<file path="config.mk">
export PLATFORM = sky130hd
export DESIGN_NAME = patternbuf_db
export DESIGN_NICKNAME = d
export VERILOG_FILES = /design/src/rtl/patternbuf_pkg.sv /design/src/rtl/patternbuf_bank.sv /design/src/rtl/patternbuf_db.sv
export SDC_FILE = /design/constraint.sdc
export NUM_CORES = 1
export LEC_CHECK = 0
export ABC_AREA = 1
export CAP_MARGIN = 10
export CORE_MARGIN = 4
export CORE_UTILIZATION = 60
export DETAILED_ROUTE_END_ITERATION = 7
export DONT_BUFFER_PORTS = 1
export PLACE_DENSITY = 0.81
export SYNTH_ARGS = -nofsm -noshare
export SYNTH_HDL_FRONTEND = slang
export SYNTH_HIERARCHICAL = 1
export SYNTH_SLANG_ARGS = --single-unit
</file>
<file path="constraint.sdc">
create_clock -name clk -period 2.5 [get_ports clk]
set_input_delay 0.5 -clock clk [delete_from_list [all_inputs] [get_ports clk]]
set_output_delay 0.5 -clock clk [all_outputs]
set_load 0.1 [all_outputs]
</file>
<file path="src/rtl/patternbuf_pkg.sv">
// Shared types and helpers for the double-buffered pattern buffer.
// The optional parity feature is enabled with `define PATBUF_PARITY_EN.
package patternbuf_pkg;

  typedef enum logic [1:0] {
    ST_IDLE   = 2'd0,
    ST_SHIFT  = 2'd1,
    ST_LOADED = 2'd2
  } state_e;

  localparam int PAR_MAX_W = 64;

  // Even-parity bit: makes the total count of ones (data + parity) even.
  function automatic logic even_parity(input logic [PAR_MAX_W-1:0] data);
    return ^data;
  endfunction

endpackage

</file>
<file path="src/rtl/patternbuf_bank.sv">
// One storage bank: serial shift chain, addressed write, combinational read.
// With PATBUF_PARITY_EN defined each field also keeps an even-parity bit.
module patternbuf_bank
  import patternbuf_pkg::*;
#(
  parameter int  DEPTH = 22,
  parameter int  WIDTH = 8,
  localparam int AW    = $clog2(DEPTH)
) (
  input  logic             clk,
  input  logic             rst,
  input  logic             shift_en_i,
  input  logic             shift_in_i,
  input  logic             wr_en_i,
  input  logic [AW-1:0]    wr_addr_i,
  input  logic [WIDTH-1:0] wr_data_i,
  input  logic [AW-1:0]    rd_addr_i,
  output logic [WIDTH-1:0] rd_data_o,
  output logic             msb_o
`ifdef PATBUF_PARITY_EN
  ,
  input  logic             par_refresh_i,
  output logic             rd_par_o
`endif
);

  logic [DEPTH-1:0][WIDTH-1:0] mem_q;
  logic                        wr_hit_s;
  logic                        rd_hit_s;

  assign wr_hit_s = (int'(wr_addr_i) < DEPTH);
  assign rd_hit_s = (int'(rd_addr_i) < DEPTH);
  assign msb_o    = mem_q[DEPTH-1][WIDTH-1];

  // Field storage: the top never shifts and writes the same bank in one cycle.
  always_ff @(posedge clk) begin
    if (rst) begin
      mem_q <= '0;
    end else if (shift_en_i) begin
      mem_q[0] <= {mem_q[0][WIDTH-2:0], shift_in_i};
      for (int i = 1; i < DEPTH; i++) begin
        mem_q[i] <= {mem_q[i][WIDTH-2:0], mem_q[i-1][WIDTH-1]};
      end
    end else if (wr_en_i && wr_hit_s) begin
      mem_q[wr_addr_i] <= wr_data_i;
    end
  end

  // Out-of-range addresses read as zero.
  always_comb begin
    rd_data_o = '0;
    if (rd_hit_s) begin
      rd_data_o = mem_q[rd_addr_i];
    end else begin
      rd_data_o = '0;
    end
  end

`ifdef PATBUF_PARITY_EN
  logic [DEPTH-1:0] par_q;

  // Parity follows addressed writes; a refresh re-derives all fields after a serial load.
  always_ff @(posedge clk) begin
    if (rst) begin
      par_q <= '0;
    end else if (par_refresh_i) begin
      for (int i = 0; i < DEPTH; i++) begin
        par_q[i] <= even_parity(PAR_MAX_W'(mem_q[i]));
      end
    end else if (wr_en_i && wr_hit_s) begin
      par_q[wr_addr_i] <= even_parity(PAR_MAX_W'(wr_data_i));
    end
  end

  // Stored parity bit of the addressed field, zero when out of range.
  always_comb begin
    rd_par_o = 1'b0;
    if (rd_hit_s) begin
      rd_par_o = par_q[rd_addr_i];
    end else begin
      rd_par_o = 1'b0;
    end
  end
`endif

endmodule

</file>
<file path="src/rtl/patternbuf_db.sv">
// Double-buffered pattern buffer: PAT uses the active bank while the serial port
// fills the shadow bank; a handshake swaps them. Optional parity: PATBUF_PARITY_EN.
module patternbuf_db
  import patternbuf_pkg::*;
#(
  parameter int  DEPTH = 22,
  parameter int  WIDTH = 8,
  localparam int AW    = $clog2(DEPTH),
  localparam int CW    = $clog2(DEPTH*WIDTH+1)
) (
  input  logic             clk,
  input  logic             rst,
  input  logic             ssel,
  input  logic             sin,
  output logic             sout,
  output logic             load_done,
  output logic             load_err,
  input  logic             swap_req,
  output logic             swap_ack,
  output logic             active_bank,
  input  logic [AW-1:0]    field_addr,
  output logic [WIDTH-1:0] field_byte,
  input  logic             field_write,
  input  logic [AW-1:0]    field_waddr,
  input  logic [WIDTH-1:0] field_in
`ifdef PATBUF_PARITY_EN
  ,
  output logic             field_perr
`endif
);

  localparam int NBITS = DEPTH * WIDTH;

  state_e           state_q;
  logic [CW-1:0]    cnt_q;
  logic             active_q;
  logic             load_done_q;
  logic             load_err_q;
  logic             swap_ack_q;
  logic [WIDTH-1:0] field_byte_q;

  logic             swap_fire_s;
  logic [1:0]       shift_en_s;
  logic [1:0]       wr_en_s;
  logic [1:0]       msb_s;
  logic [WIDTH-1:0] rd_data_s [2];

  // A swap needs an idle serial port and no write in flight to the active bank.
  assign swap_fire_s = (state_q == ST_LOADED) && !ssel && swap_req && !field_write;
  assign shift_en_s  = ssel ? (active_q ? 2'b01 : 2'b10) : 2'b00;
  assign wr_en_s     = field_write ? (active_q ? 2'b10 : 2'b01) : 2'b00;

`ifdef PATBUF_PARITY_EN
  logic       rd_par_s [2];
  logic       field_perr_q;
`endif

  for (genvar b = 0; b < 2; b++) begin : g_bank
    patternbuf_bank #(
      .DEPTH(DEPTH),
      .WIDTH(WIDTH)
    ) u_bank (
      .clk          (clk),
      .rst          (rst),
      .shift_en_i   (shift_en_s[b]),
      .shift_in_i   (sin),
      .wr_en_i      (wr_en_s[b]),
      .wr_addr_i    (field_waddr),
      .wr_data_i    (field_in),
      .rd_addr_i    (field_addr),
      .rd_data_o    (rd_data_s[b]),
      .msb_o        (msb_s[b])
`ifdef PATBUF_PARITY_EN
      ,
      .par_refresh_i(swap_fire_s && (1'(b) != active_q)),
      .rd_par_o     (rd_par_s[b])
`endif
    );
  end

  // Load/swap controller with its registered status outputs.
  always_ff @(posedge clk) begin
    if (rst) begin
      state_q     <= ST_IDLE;
      cnt_q       <= '0;
      active_q    <= 1'b0;
      load_done_q <= 1'b0;
      load_err_q  <= 1'b0;
      swap_ack_q  <= 1'b0;
    end else begin
      load_err_q <= 1'b0;
      swap_ack_q <= 1'b0;
      case (state_q)
        ST_IDLE: begin
          if (ssel) begin
            cnt_q   <= CW'(1);
            state_q <= ST_SHIFT;
          end
        end
        ST_SHIFT: begin
          if (ssel) begin
            if (cnt_q == CW'(NBITS-1)) begin
              cnt_q       <= '0;
              load_done_q <= 1'b1;
              state_q     <= ST_LOADED;
            end else begin
              cnt_q <= cnt_q + CW'(1);
            end
          end else begin
            load_err_q <= 1'b1;
            cnt_q      <= '0;
            state_q    <= ST_IDLE;
          end
        end
        ST_LOADED: begin
          if (ssel) begin
            load_done_q <= 1'b0;
            cnt_q       <= CW'(1);
            state_q     <= ST_SHIFT;
          end else if (swap_fire_s) begin
            active_q    <= ~active_q;
            swap_ack_q  <= 1'b1;
            load_done_q <= 1'b0;
            state_q     <= ST_IDLE;
          end
        end
        default: begin
          state_q     <= ST_IDLE;
          cnt_q       <= '0;
          load_done_q <= 1'b0;
        end
      endcase
    end
  end

  // Read port register; on a swap cycle active_q still names the pre-swap bank.
  always_ff @(posedge clk) begin
    if (rst) begin
      field_byte_q <= '0;
    end else begin
      field_byte_q <= rd_data_s[active_q];
    end
  end

`ifdef PATBUF_PARITY_EN
  // Parity check registered alongside the read data.
  always_ff @(posedge clk) begin
    if (rst) begin
      field_perr_q <= 1'b0;
    end else begin
      field_perr_q <= rd_par_s[active_q] ^ even_parity(PAR_MAX_W'(rd_data_s[active_q]));
    end
  end

  assign field_perr = field_perr_q;
`endif

  assign sout        = active_q ? msb_s[0] : msb_s[1];
  assign load_done   = load_done_q;
  assign load_err    = load_err_q;
  assign swap_ack    = swap_ack_q;
  assign active_bank = active_q;
  assign field_byte  = field_byte_q;

endmodule

</file>
==> impl_metrics.env <==
export IMPL_start_util=0.606
export IMPL_reg2reg_from="active_bank$_SDFFE_PP0P_"
export IMPL_grt_overflow=0
export IMPL_min_period_ps=2380
export IMPL_fin_tns_setup_ps=0
export IMPL_synthCells=3692
export IMPL_worst_slew_pin_slew_ps=1270
export IMPL_track_usage=0.360
export IMPL_vias=25000
export IMPL_clock_skew_ps=12.6
export IMPL_critPathMaxFanout=15
export IMPL_routabilityCongestion=0.980
export IMPL_r2r_cells=7
export IMPL_worstHoldPathType="primary input to flip-flop"
export IMPL_static_leakage_power_uw=0.00910
export IMPL_post_dp_hpwl_um=48400
export IMPL_peakVddDrop_v=0.000488
export IMPL_layout_drive_gt1_share=0.0666
export IMPL_cp_arrival_ps=1880
export IMPL_die_area_um2=40000
export IMPL_avgRoutedWirePerCell_um=18.6
export IMPL_drc=0
export IMPL_synth_area_per_cell_um2=5.99
export IMPL_ys_seq_area_frac=0.338
export IMPL_cts_tree="done"
export IMPL_min_to="swap_ack$_SDFF_PP0_"
export IMPL_p_clk_frac=0.465
export IMPL_fin_area_um2=23900
export IMPL_min_delay_start="rst"
export IMPL_clock_path_buffers=3
export IMPL_grt_pass1_wl_um=116000
export IMPL_critPathKind="flip-flop to output pin"
export IMPL_die_y_um=200
export IMPL_drtIter0Drc=3029
export IMPL_switching_power_uw=3680
export IMPL_synth_seq_cells=374
export IMPL_cts_setup_buffers=0
export IMPL_timing_fmax_mhz=421
export IMPL_grt_max_degree=253
export IMPL_syn_area_um2=22100
export IMPL_grt_busiest_layer="met2"
export IMPL_intPower_uw=10200
export IMPL_path_clk_slew_ps=60
export IMPL_synth_nets=3717
export IMPL_core_um2=36500
export IMPL_start_kind="flip-flop"
export IMPL_slew_viol_final=0
export IMPL_mostFrequentLayoutCells="nand2_1 (1176), nand3_1 (587), a21oi_1 (404), dfxtp_1 (373), inv_1 (298)"
export IMPL_numPortBuffers=0
export IMPL_finalSetupViolations=0
export IMPL_run_status="complete, no violations"
export IMPL_utilization=0.654
export IMPL_htreeDepth=2
export IMPL_grt_pass1_vias=22100
export IMPL_slew_headroom=0.153
export IMPL_use_met1=0.471
export IMPL_grt_util_met3=0.0552
export IMPL_ios=37
export IMPL_die_w_um=200
export IMPL_seq_power_share=0.439
export IMPL_antenna_found_initial=0
export IMPL_antenna_cells=0
export IMPL_ys_warn_count=6
export IMPL_root_buffer="clkbuf_16"
export IMPL_rrSetupSlack_ps=250
export IMPL_placed_area_um2=22400
export IMPL_nets=3609
export IMPL_clock_sinks=374
export IMPL_viasPerCell=6.11
export IMPL_final_period_utilization=0.951
export IMPL_combinationalPowerShare=0.096
export IMPL_hold_violations=0
export IMPL_whs_path_depth=1
export IMPL_synth_cell_types=33
export IMPL_area_delta_synth_final_pct=7.89
export IMPL_dr_pass1_iters=7
export IMPL_row_count=70
export IMPL_cap_violations=0
export IMPL_wirelength_um=76000
export IMPL_power_density_nw_per_um2=580
export IMPL_numCtsBuffers=43
export IMPL_clk_latency_ps=580
export IMPL_worstReg2RegEnd="g_bank[1].u_bank/mem_q[20]$_SDFFE_PP0P_"
export IMPL_ant_nets=0
export IMPL_required_ps=2000
export IMPL_rsz0062_at_grt="false"
export IMPL_worstSetupEndpointType="output pin"
export IMPL_final_common_cell="nand2_1"
export IMPL_switching_share=0.266
export IMPL_gr_usage_met2=0.572
==> registers in the layout, summed over array words and instances (netlist names) <==
signal and cells:
swap_ack 1, load_err 1, g_bank.u_bank/msb_o 2, load_done 1, state_q 2, cnt_q 8
active_bank 1, g_bank.u_bank/mem_q 350, field_byte 8
==> metal layers <==
metal	vias up	share of wire
met5	-	0
met3	326	0.094
li1	11800	-
met1	11500	0.39
met4	0	0.064
met2	1335	0.45
==> cell families after synthesis <==
kind of cell | share of synthesized area
simple gates | 0.394
compound gates | 0.171
buf+inv | 0.0952
flops | 0.338
xor+xnor | 0.000792
fa+ha+maj | 0.000565
==> power by group through the flow <==
| stage | Combinational, uW | Clock [uW] | Sequential [uW] |
|---|---|---|---|
| after floorplan | 956 | 0 | 6250 |
| after global placement | 1240 | 0 | 6200 |
| after detailed placement | 1250 | 0 | 6210 |
| after CTS | 1280 | 6490 | 6080 |
| after global routing | 1420 | 6730 | 6080 |
| final | 1330 | 6430 | 6080 |
==> critical path: stages, from the launching register on <==
cell     delay [ps]
dfxtp_2         410
inv_1           380
nand2_1         120
nand2_1         100
buf_4           290
==> per-stage QoR <==
stage / instances / hold WS, ps / power, uW / setup WS (ps)
finish: 4084 / 42.6 / 13800 / 123
global route: 4084 / 11.4 / 14200 / 81.7
floorplan: 3692 / 455 / 7200 / 248
detailed placement: 4001 / 470 / 7460 / 284
global placement: 4001 / 463 / 7450 / 326
CTS: 4082 / 3.77 / 13800 / 158
==> worst max path at each step <==
stage	startpoint	endpoint	slack, ps	cells past startpoint
2_1_floorplan	active_bank$_SDFFE_PP0P_	g_bank[0].u_bank/mem_q[4]$_SDFFE_PP0P_	250	12
3_3_place_gp	field_waddr[1]	g_bank[1].u_bank/msb_o$_SDFFE_PP0P_	330	9
3_5_place_dp	field_waddr[1]	g_bank[1].u_bank/mem_q[168]$_SDFFE_PP0P_	280	9
4_1_cts	active_bank$_SDFFE_PP0P_	sout	160	4
5_1_grt	active_bank$_SDFFE_PP0P_	sout	80	4
6_report	active_bank$_SDFFE_PP0P_	sout	120	4
==> synth_stat cells, drive strengths merged <==
cell type / number / area, um^2
a21oi: 405 / 2030
a31oi: 2 / 12.5
buf: 82 / 399
clkbuf: 143 / 537
clkinv: 3 / 11.3
dfxtp: 374 / 7490
ha: 1 / 12.5
inv: 308 / 1160
nand2: 1232 / 4820
nand3: 587 / 2940
nand4: 4 / 25.0
nor2: 215 / 907
nor3: 2 / 10.0
nor4: 1 / 6.26
o211ai: 16 / 120
o21ai: 279 / 1400
o21bai: 1 / 7.51
o22ai: 34 / 213
or2: 1 / 6.26
xnor2: 1 / 8.76
xor2: 1 / 8.76
==> area by class of cell <==
| type | count | area [um^2] |
|---|---|---|
| clock buffer | 62 | 1290 |
| clock inverter | 15 | 134 |
| fill | 3446 | 12700 |
| inverter | 311 | 1180 |
| multi-input combinational | 2782 | 12500 |
| sequential | 374 | 7490 |
| tap | 468 | 586 |
| timing repair buffer | 72 | 641 |
==> timing repair <==
item | CTS | global route
gates resized for setup | 0 | 0
hold buffers | 4 | 2
endpoints found under the hold margin | 39 | 2
Note: power is estimated with default switching activity, not from simulation.
